File: src/rtl/clock_source_select_pkg.sv
// Shared definitions for the clock-source selector.
//   DEFAULT_DIVISOR : system-clock cycles per divided-clock period
//   SEL_DIV/SEL_PGT : encodings of the select input
//   cnt_width()     : divider counter width for a given divisor
package clock_select_pkg;

  localparam int DEFAULT_DIVISOR = 100;

  localparam logic SEL_DIV = 1'b1;
  localparam logic SEL_PGT = 1'b0;

  // Smallest width w (at least 1) such that 2**w >= divisor.
  function automatic int cnt_width(input int divisor);
    int w;
    w = 1;
    while ((1 << w) < divisor) begin
      w++;
    end
    return w;
  endfunction

endpackage

File: src/rtl/clock_source_select_if.sv
// Signal bundle between the selector and its surroundings.
//   pgt      : external pulse, asynchronous to the system clock
//   select   : 1 = divided clock, 0 = pgt
//   out      : selected clock/pulse (registered)
//   div_clk  : free-running divided clock, 50 % duty
//   div_tick : one-cycle strobe on the last cycle of each divided period
// master drives pgt/select, slave (the selector) drives the outputs.
interface clock_source_select_if;

  logic pgt;
  logic select;
  logic out;
  logic div_clk;
  logic div_tick;

  modport master (
    output pgt,
    output select,
    input  out,
    input  div_clk,
    input  div_tick
  );

  modport slave (
    input  pgt,
    input  select,
    output out,
    output div_clk,
    output div_tick
  );

endinterface

File: src/rtl/clock_source_select_rate_divider.sv
// rate_divider: free-running modulo-DIVISOR counter producing a 50 %-duty
// divided clock and a strobe on the last count of each period.
//   clock    : system clock
//   reset_n  : asynchronous active-low reset
//   div_clk  : low for the first DIVISOR/2 counts, high for the rest
//   div_tick : high while the counter equals DIVISOR-1
module rate_divider
  import clock_select_pkg::*;
#(
  parameter int DIVISOR = DEFAULT_DIVISOR,
  parameter int CNT_W   = cnt_width(DIVISOR)
) (
  input  logic clock,
  input  logic reset_n,
  output logic div_clk,
  output logic div_tick
);

  localparam logic [CNT_W-1:0] LAST_CNT = CNT_W'(DIVISOR - 1);
  localparam logic [CNT_W-1:0] HALF_CNT = CNT_W'(DIVISOR / 2 - 1);

  logic [CNT_W-1:0] cnt_q, cnt_d;
  logic             div_clk_q, div_clk_d;
  logic             div_tick_q, div_tick_d;

  // Next-state: wrap the counter, toggle div_clk when leaving either
  // half-period end point, and raise the strobe for the cycle in which the
  // counter will sit on its last value.
  always_comb begin
    cnt_d      = (cnt_q == LAST_CNT) ? '0 : cnt_q + CNT_W'(1);
    div_clk_d  = div_clk_q;
    if ((cnt_q == LAST_CNT) || (cnt_q == HALF_CNT)) begin
      div_clk_d = ~div_clk_q;
    end
    div_tick_d = (cnt_d == LAST_CNT);
  end

  // Divider state registers.
  always_ff @(posedge clock or negedge reset_n) begin
    if (!reset_n) begin
      cnt_q      <= '0;
      div_clk_q  <= 1'b0;
      div_tick_q <= 1'b0;
    end else begin
      cnt_q      <= cnt_d;
      div_clk_q  <= div_clk_d;
      div_tick_q <= div_tick_d;
    end
  end

  assign div_clk  = div_clk_q;
  assign div_tick = div_tick_q;

endmodule

File: src/rtl/clock_source_select.sv
// clock_source_select: derives a slow divided clock from the system clock and
// drives a registered output from either that clock or the synchronized
// external pulse pgt.
//   clock   : system clock
//   reset_n : asynchronous active-low reset
//   bus     : slave side of clock_source_select_if (pgt, select in;
//             out, div_clk, div_tick out)
// Switching select is immediate; truncated phases on out are acceptable.
module clock_source_select
  import clock_select_pkg::*;
#(
  parameter int DIVISOR = DEFAULT_DIVISOR,
  parameter int CNT_W   = cnt_width(DIVISOR)
) (
  input  logic                  clock,
  input  logic                  reset_n,
  clock_source_select_if.slave  bus
);

  logic div_clk_w;
  logic div_tick_w;

  rate_divider #(
    .DIVISOR (DIVISOR),
    .CNT_W   (CNT_W)
  ) u_rate_divider (
    .clock    (clock),
    .reset_n  (reset_n),
    .div_clk  (div_clk_w),
    .div_tick (div_tick_w)
  );

  logic pgt_meta_q, pgt_meta_d;
  logic pgt_s_q, pgt_s_d;
  logic out_q, out_d;

  // Two-flop synchronizer for pgt, then the output mux. The mux uses the
  // registered div_clk, so out lags div_clk by one cycle.
  always_comb begin
    pgt_meta_d = bus.pgt;
    pgt_s_d    = pgt_meta_q;
    out_d      = (bus.select == SEL_DIV) ? div_clk_w : pgt_s_q;
  end

  // Synchronizer and output registers.
  always_ff @(posedge clock or negedge reset_n) begin
    if (!reset_n) begin
      pgt_meta_q <= 1'b0;
      pgt_s_q    <= 1'b0;
      out_q      <= 1'b0;
    end else begin
      pgt_meta_q <= pgt_meta_d;
      pgt_s_q    <= pgt_s_d;
      out_q      <= out_d;
    end
  end

  assign bus.out      = out_q;
  assign bus.div_clk  = div_clk_w;
  assign bus.div_tick = div_tick_w;

endmodule

File: src/flat_wrapper.sv
// flat-port wrapper written by rule: the top's interface ports become plain ports
module clock_source_select_flat import clock_select_pkg::*;
#(
  parameter int DIVISOR = DEFAULT_DIVISOR,
  parameter int CNT_W   = cnt_width(DIVISOR)
)
  (clock, reset_n, bus_pgt, bus_select, bus_out, bus_div_clk, bus_div_tick);
  clock_source_select_if bus_i ();
  input  logic clock;
  input  logic reset_n;
  input wire logic [$bits(bus_i.pgt)-1:0] bus_pgt;
  input wire logic [$bits(bus_i.select)-1:0] bus_select;
  output wire logic [$bits(bus_i.out)-1:0] bus_out;
  output wire logic [$bits(bus_i.div_clk)-1:0] bus_div_clk;
  output wire logic [$bits(bus_i.div_tick)-1:0] bus_div_tick;
  assign bus_i.pgt = bus_pgt;
  assign bus_i.select = bus_select;
  assign bus_out = bus_i.out;
  assign bus_div_clk = bus_i.div_clk;
  assign bus_div_tick = bus_i.div_tick;
  clock_source_select #(.DIVISOR(DIVISOR), .CNT_W(CNT_W)) u_core (.clock(clock), .reset_n(reset_n), .bus(bus_i));
endmodule
File: config.mk
export PLATFORM = sky130hd
export DESIGN_NAME = clock_source_select_flat
export DESIGN_NICKNAME = d
export VERILOG_FILES = /design/src/rtl/clock_source_select_pkg.sv /design/src/rtl/clock_source_select_if.sv /design/src/rtl/clock_source_select_rate_divider.sv /design/src/rtl/clock_source_select.sv /design/src/flat_wrapper.sv
export SDC_FILE = /design/constraint.sdc
export NUM_CORES = 1
export LEC_CHECK = 0
export ABC_AREA = 1
export ABC_CLOCK_PERIOD_IN_PS = 1500
export CAP_MARGIN = 20
export CORE_AREA = 8 8 45 47
export DETAILED_ROUTE_END_ITERATION = 10
export DIE_AREA = 0 0 53 55
export HOLD_SLACK_MARGIN = 0.02
export PLACE_DENSITY_LB_ADDON = 0.12
export SYNTH_ARGS = -nofsm -noshare
export SYNTH_HDL_FRONTEND = slang
export SYNTH_SLANG_ARGS = --single-unit
File: constraint.sdc
create_clock -name clock -period 1.5 [get_ports clock]
set_clock_uncertainty 0.1 [all_clocks]
set_input_delay 0.45 -clock clock [delete_from_list [all_inputs] [get_ports clock]]
set_output_delay 0.45 -clock clock [all_outputs]
set_load 0.02 [all_outputs]
==> summary.txt, run 1 <==
Die
  • I/O pin total: 7
  • Full die area: 2920 µm²
  • Cell row count: 14
  • Die outline height: between 50 and 60 µm
  • Die W: roughly 53 µm
  • Total core area: ~1400 µm²
  • Starting Density: between 40% and 50%

Min path
  • Hold EP: u_core.pgt_s_q
  • Hold Path Origin: u_core.pgt_meta_q
  • Min-Delay Path Class: reg2reg
  • Hold Path Stages: 0

Synth
  • Post-Synth Simple-Gate Area: 27.6%
  • Adder-cell share of the synthesized area: 6.32%
  • Main combinational cell family by area after synthesis: simple AND/OR/NAND/NOR gates
  • Post-synth cell types: 17
  • Yosys reg bits: 12
  • Syn Nets: between 70 and 80
  • XOR/XNOR share of the synthesized area: 2.95%
  • Yosys Warn Count: 0
  • Top FF cell, synth: dfrtp_1
  • Yosys top cell area share: about half
  • Post-synthesis sequential area ratio: 50.5%
  • Post-synthesis mux area share: roughly 1.9%
  • Number of synthesized flops with an enable pin: 0
  • Synth Area per Inst: slightly above 9 µm²
  • Yosys top cell by area: dfrtp_1
  • Mapped Area: between 500 and 600 µm²
  • Synth async-reset ratio: between 90% and 100%
  • Complex-gate fraction of the synthesized area: 2.53%
  • Synth top area cells: dfrtp_1 51%, nand2_1 8.2%, ha_1 6.3%
  • Synth Instances: between 60 and 70

Setup path
  • Critical path depth: 8
  • CP max stage delay: between 300 and 400 ps
  • Crit end category: flip-flop
  • Worst path cell trace: ha_2, inv_1, nor2_2, nand3_2, nand2_1, nor2_2, nand2_1, nor2_1
  • CP Data Arrival Time: 1430 ps
  • CP Class: reg2reg
  • Worst Reg-to-Reg Cells: 8
  • Slowest stage cell on the critical path: dfrtp_1
  • Buf/Inv on CP: 1
  • CP delay by family, top: simple AND/OR/NAND/NOR gates
  • Reg-to-Reg Start: u_core.u_rate_divider.cnt_q[0]
  • Reg2reg end: u_core.u_rate_divider.div_tick
  • FF-to-FF setup slack: 140 ps
  • CP max FO: 5
  • CP required: ~1600 ps
  • Crit start category: flip-flop

Run
  • Maxcap violations: 0

Placed design
  • Pre-CTS WS: ~19 ps
  • Cells after DPL: 90
  • Dpl hpwl: a little over 800 µm
  • GPL Wtd Cong: about 0.84
  • IO Port Bufs: 6

CTS
  • Worst-path clk slew: 70 ps
  • Clk root buf: clkbuf_4
  • CTS tree: built
  • Clk buf depth: 2
  • CTS Buf Count: 3
  • Worst-Skew Late Latency: approximately 270 ps
  • H-tree levels: 1
  • Post-CTS setup buffers: 0
  • Clock sink count: 12

Pwr
  • Power density over the cells: between 800 and 900 nW/µm²
  • Sw Pwr: about 120 µW
  • Reg power frac: between 50% and 60%
  • Worst vdd ir: between 500 and 600 µV
  • P_int: slightly below 500 µW
  • Comb power frac: approximately 3.4%
  • Leak: ~0.38 nW
  • Clock power frac: about 42%
  • Sw Ratio: 19.4%

Timing
  • Pin slew with the least headroom to its limit: ~280 ps
  • Tmin final: 1360 ps
  • Max Slew Vio Count: 0
  • Final Cycle Share: about nine tenths
  • Fmax: 0.735 GHz
  • Slew margin rel.: 81.5%
  • Final Hold Vio Count: 0
  • RSZ-0062 raised after global routing: no
  • Total negative slack: 0 ps
  • Worst setup margin: 139 ps
  • Hold WS: about 250 ps
  • Finish-stage setup viols: 0

Detailed routing
  • Remaining DRCs: 0
  • DRT Pass-1 Iters: 4
  • Routed vias/inst: between 4 and 5
  • Metal2 WL: around 460 µm
  • Metal3 WL: roughly 53 µm
  • WL met1: approximately 500 µm
  • Antenna Nets Post-Route: 0
  • WL/cell: 11.0 µm
  • Vias: 437
  • First DRT Iteration DRCs: 3
  • Final WL: 1040 µm
  • Max Used Layer: met4

Global routing
  • Number of global-route vias before repair: ~430
  • First-pass GRT wire length: between 1500 and 2000 µm
  • Overflow after GRT: 0
  • All-Layer GR Usage: about 8.4%
  • Largest net degree at the start of global routing: 13
  • Initial antenna violation count: 0

Cells and area
  • Area delta synth->final: 21.3%
  • Share of post-route cells with drive strength above 1: between 20% and 30%
  • Most frequent cells in the layout: 13 x nand2_1, 12 x dfrtp_1, 10 x inv_1, 5 x nand3_1, 5 x nor2_1
  • Final non-filler cell total: between 90 and 100
  • Most common cell after layout, fill and taps aside: nand2_1
  • Nets: between 80 and 90
  • N_diodes: 0

Run status
  • Outcome: finished, final reports clean
synth_stat cells, types with 2 or more instances:
library cell and number:
nand2_1 13, dfrtp_1 12, inv_1 10, nand3_1 5, nor2_1 5, nor2_2 4
ha_1 3, nand4_1 3, xor2_1 2
stage by stage:
stage | utilization, % | instance area [µm²] | total power, mW
4_1_cts | 53.1 | 734 | 0.618
3_3_place_gp | 50.4 | 697 | 0.357
3_5_place_dp | 50.4 | 697 | 0.357
5_1_grt | 52.1 | 721 | 0.635
6_report | 52.1 | 721 | 0.603
2_1_floorplan | - | 594 | 0.338
worst register-to-register path, delay by kind of cell, from the launching register on:
kind          cells  cell delay, ps
simple gates      6             490
buf+inv           1              70
fa+ha+maj         1             250
flops             1             360
power groups by stage:
stage | Sequential (mW) | Clock [mW] | Combinational (mW)
after CTS | 0.328 | 0.268 | 0.0219
after global routing | 0.328 | 0.284 | 0.0232
after global placement | 0.334 | 0 | 0.0226
after detailed placement | 0.334 | 0 | 0.0225
after floorplan | 0.336 | 0 | 0.00164
final | 0.328 | 0.254 | 0.0204
per-layer routing:
metal,vias to the layer above,track usage (%)
met5,-,0
met4,0,5.17
met3,3,3.48
met2,6,11.5
met1,199,10.6
li1,229,-
sequential cells by signal, indices dropped and copies added, names as in the netlist:
| register | count |
|---|---|
| u_core.pgt_meta_q | 1 |
| u_core.u_rate_divider.cnt_q | 7 |
| u_core.bus.out | 1 |
| u_core.u_rate_divider.div_clk | 1 |
| u_core.u_rate_divider.div_tick | 1 |
| u_core.pgt_s_q | 1 |
logic make-up after synthesis:
logic type      Yosys count
simple gates             33
flops                    12
compound gates            2
fa+ha+maj                 3
mux                       1
xor+xnor                  2
buf+inv                  12
how the worst max path moves through the flow:
stage / end / slack [ps] / from
2_1_floorplan: u_core.u_rate_divider.div_tick / 170 / u_core.u_rate_divider.cnt_q[0]
3_3_place_gp: bus_div_clk / 20 / u_core.u_rate_divider.div_clk
3_5_place_dp: bus_div_clk / 20 / u_core.u_rate_divider.div_clk
4_1_cts: bus_div_tick / 10 / u_core.u_rate_divider.div_tick
5_1_grt: u_core.u_rate_divider.div_tick / 5 / u_core.u_rate_divider.cnt_q[0]
6_report: u_core.u_rate_divider.div_tick / 140 / u_core.u_rate_divider.cnt_q[0]
area by class of cell:
cell class,count,area (µm²)
fillers,131,663
flip-flops and latches,12,300
multi-input cells,41,248
repair buffers,10,75.1
inverters,11,41.3
clock buffers,4,36.3
well taps,16,20.0
what timing repair did:
action,4_1_cts,5_1_grt
gates cloned,0,0
gates resized for setup,7,4
setup endpoints to repair,3,4
hold buffers,0,0
No activity file was read; power rests on OpenSTA's default activity.
==> run 2, diff against run 1 <==
CORE_AREA = unset   (was 8 8 45 47)
CORE_MARGIN = 8   (was unset)
CORE_UTILIZATION = 40   (was unset)
DIE_AREA = unset   (was 0 0 53 55)
==> run 2 against run 1 <==
Total power is 0.69% higher. First-iteration DRC count grew to 5.3 times the previous value. Cell count stayed put. Setup slack improved by 0.83 ps.
==> summary.txt, run 2 (synthesis results as in run 1) <==
Timing
  • Total negative slack: 0 ps
  • Final Cycle Share: between 90 and 100%
  • Finish-stage setup viols: 0
  • Pin slew with the least headroom to its limit: between 200 and 300 ps
  • Slew margin rel.: about four fifths
  • Fmax: between 0.7 and 0.8 GHz
  • Max Slew Vio Count: 0
  • Tmin final: roughly 1400 ps
  • RSZ-0062 raised after global routing: no
  • Final Hold Vio Count: 0

Pwr
  • Leak: ~0.38 nW
  • Final Total Pwr: 607 µW
  • Power density over the cells: between 800 and 900 nW/µm²
  • Worst vdd ir: 499 µV

Cells and area
  • Most frequent cells in the layout: 13 x nand2_1, 12 x dfrtp_1, 10 x inv_1, 5 x nand3_1, 5 x nor2_1
  • Share of post-route cells with drive strength above 1: 28.2%
  • N_diodes: 0
  • Fillers: between 150 and 200
  • Max reg flops: 7
  • Nets: 86
  • Area delta synth->final: 21.3%
  • Largest Register: u_core.u_rate_divider.cnt_q
  • Most common cell after layout, fill and taps aside: nand2_1

CTS
  • Clock sink count: 12
  • Clk buf depth: 2
  • Worst-path clk slew: approximately 80 ps
  • CTS tree: built
  • Worst-Skew Late Latency: approximately 270 ps
  • H-tree levels: 1
  • CTS Buf Count: 3
  • Hold_buf cts: 0
  • Post-CTS setup buffers: 0
  • Clk root buf: clkbuf_4

Min path
  • Min-Delay Path Class: reg2reg
  • Hold Path Origin: u_core.pgt_meta_q

Die
  • Die outline height: 54.5 µm
  • I/O pin total: 7
  • Full die area: between 2000 and 3000 µm²
  • Starting Density: ~40%
  • Total core area: between 1000 and 1500 µm²
  • Die W: roughly 55 µm
  • Cell row count: 14

Setup path
  • CP Class: reg2out
  • Worst path cell trace: buf_2
  • Slowest stage cell on the critical path: dfrtp_1
  • FF-to-FF setup slack: about 140 ps
  • CP max stage delay: around 380 ps
  • Crit end category: output pin
  • CP max FO: 2
  • CP delay by family, top: flip-flops
  • Crit start category: flip-flop
  • Buf/Inv on CP: 1
  • CP required: between 900 and 1000 ps
  • CP Data Arrival Time: 810 ps
  • Worst Setup SP: u_core.u_rate_divider.div_clk
  • Reg-to-Reg Start: u_core.u_rate_divider.cnt_q[0]

Detailed routing
  • First DRT Iteration DRCs: 16
  • Vias: approximately 450
  • Routed vias/inst: approximately 4.7
  • DRT Pass-1 Iters: 4
  • Remaining DRCs: 0
  • WL/cell: 11.3 µm
  • Final WL: about 1100 µm
  • Antenna Nets Post-Route: 0

Global routing
  • First-pass GRT wire length: approximately 1900 µm
  • Number of global-route vias before repair: 456
  • Overflow after GRT: 0
  • Initial antenna violation count: 0
  • All-Layer GR Usage: under 10%
  • Largest net degree at the start of global routing: 13

Placed design
  • IO Port Bufs: 6
  • GPL Wtd Cong: ~0.9
  • Dpl hpwl: 811 µm

Run status
  • Outcome: finished, final reports clean

Run
  • Maxcap violations: 0
run 2: layout make-up:
class	instances	area [µm²]	area share, %
clock buffer	4	36.3	5.03
tap	16	20.0	2.78
inverter	11	41.3	5.73
timing repair buffer	10	75.1	10.4
multi-input combinational	41	248	34.4
sequential	12	300	41.7
run 2: path summary, 6_finish.rpt:
| kind | to | depth (start not counted) |
|---|---|---|
| max in group asynchronous | u_core.pgt_meta_q | 2 |
| min in group asynchronous | u_core.u_rate_divider.cnt_q[0] | 2 |
| worst min-delay path | u_core.pgt_s_q | 0 |
| worst min register to register | u_core.pgt_s_q | 0 |
| worst max register to register | u_core.u_rate_divider.div_tick | 8 |
| worst max-delay path | bus_div_clk | 1 |
run 2: what timing repair did:
| action | in CTS | in global routing |
|---|---|---|
| endpoints found under the setup margin | 3 | 4 |
| hold endpoints to repair | 0 | 0 |
| resized for setup | 7 | 4 |
run 2: per-layer routing:
metal / share of wire (%) / routed length (µm) / GRT usage [%]
met4: 0 / 0 / 6.15
met3: 5.6 / 60 / 3.53
met1: 48 / 515 / 10.5
met5: 0 / 0 / 0
met2: 46 / 490 / 13.2
run 2: metrics by stage:
stage | hold slack, ps | cell area [µm²] | instances | utilization, % | setup slack (ps)
after detailed placement | 246 | 697 | 90 | 47.9 | 14.4
after floorplan | 54.4 | 594 | 65 | - | 171
after global routing | 283 | 721 | 94 | 49.6 | 32.8
after CTS | 260 | 734 | 94 | 50.5 | 18.5
final | 258 | 721 | 94 | 49.6 | 140
after global placement | 233 | 697 | 90 | 47.9 | 25.0
run 2: power breakdown:
part | internal (mW) | switching [mW]
logic | 0.0108 | 0.00973
clock network | 0.148 | 0.111
registers | 0.327 | 0.000972
total | 0.485 | 0.121
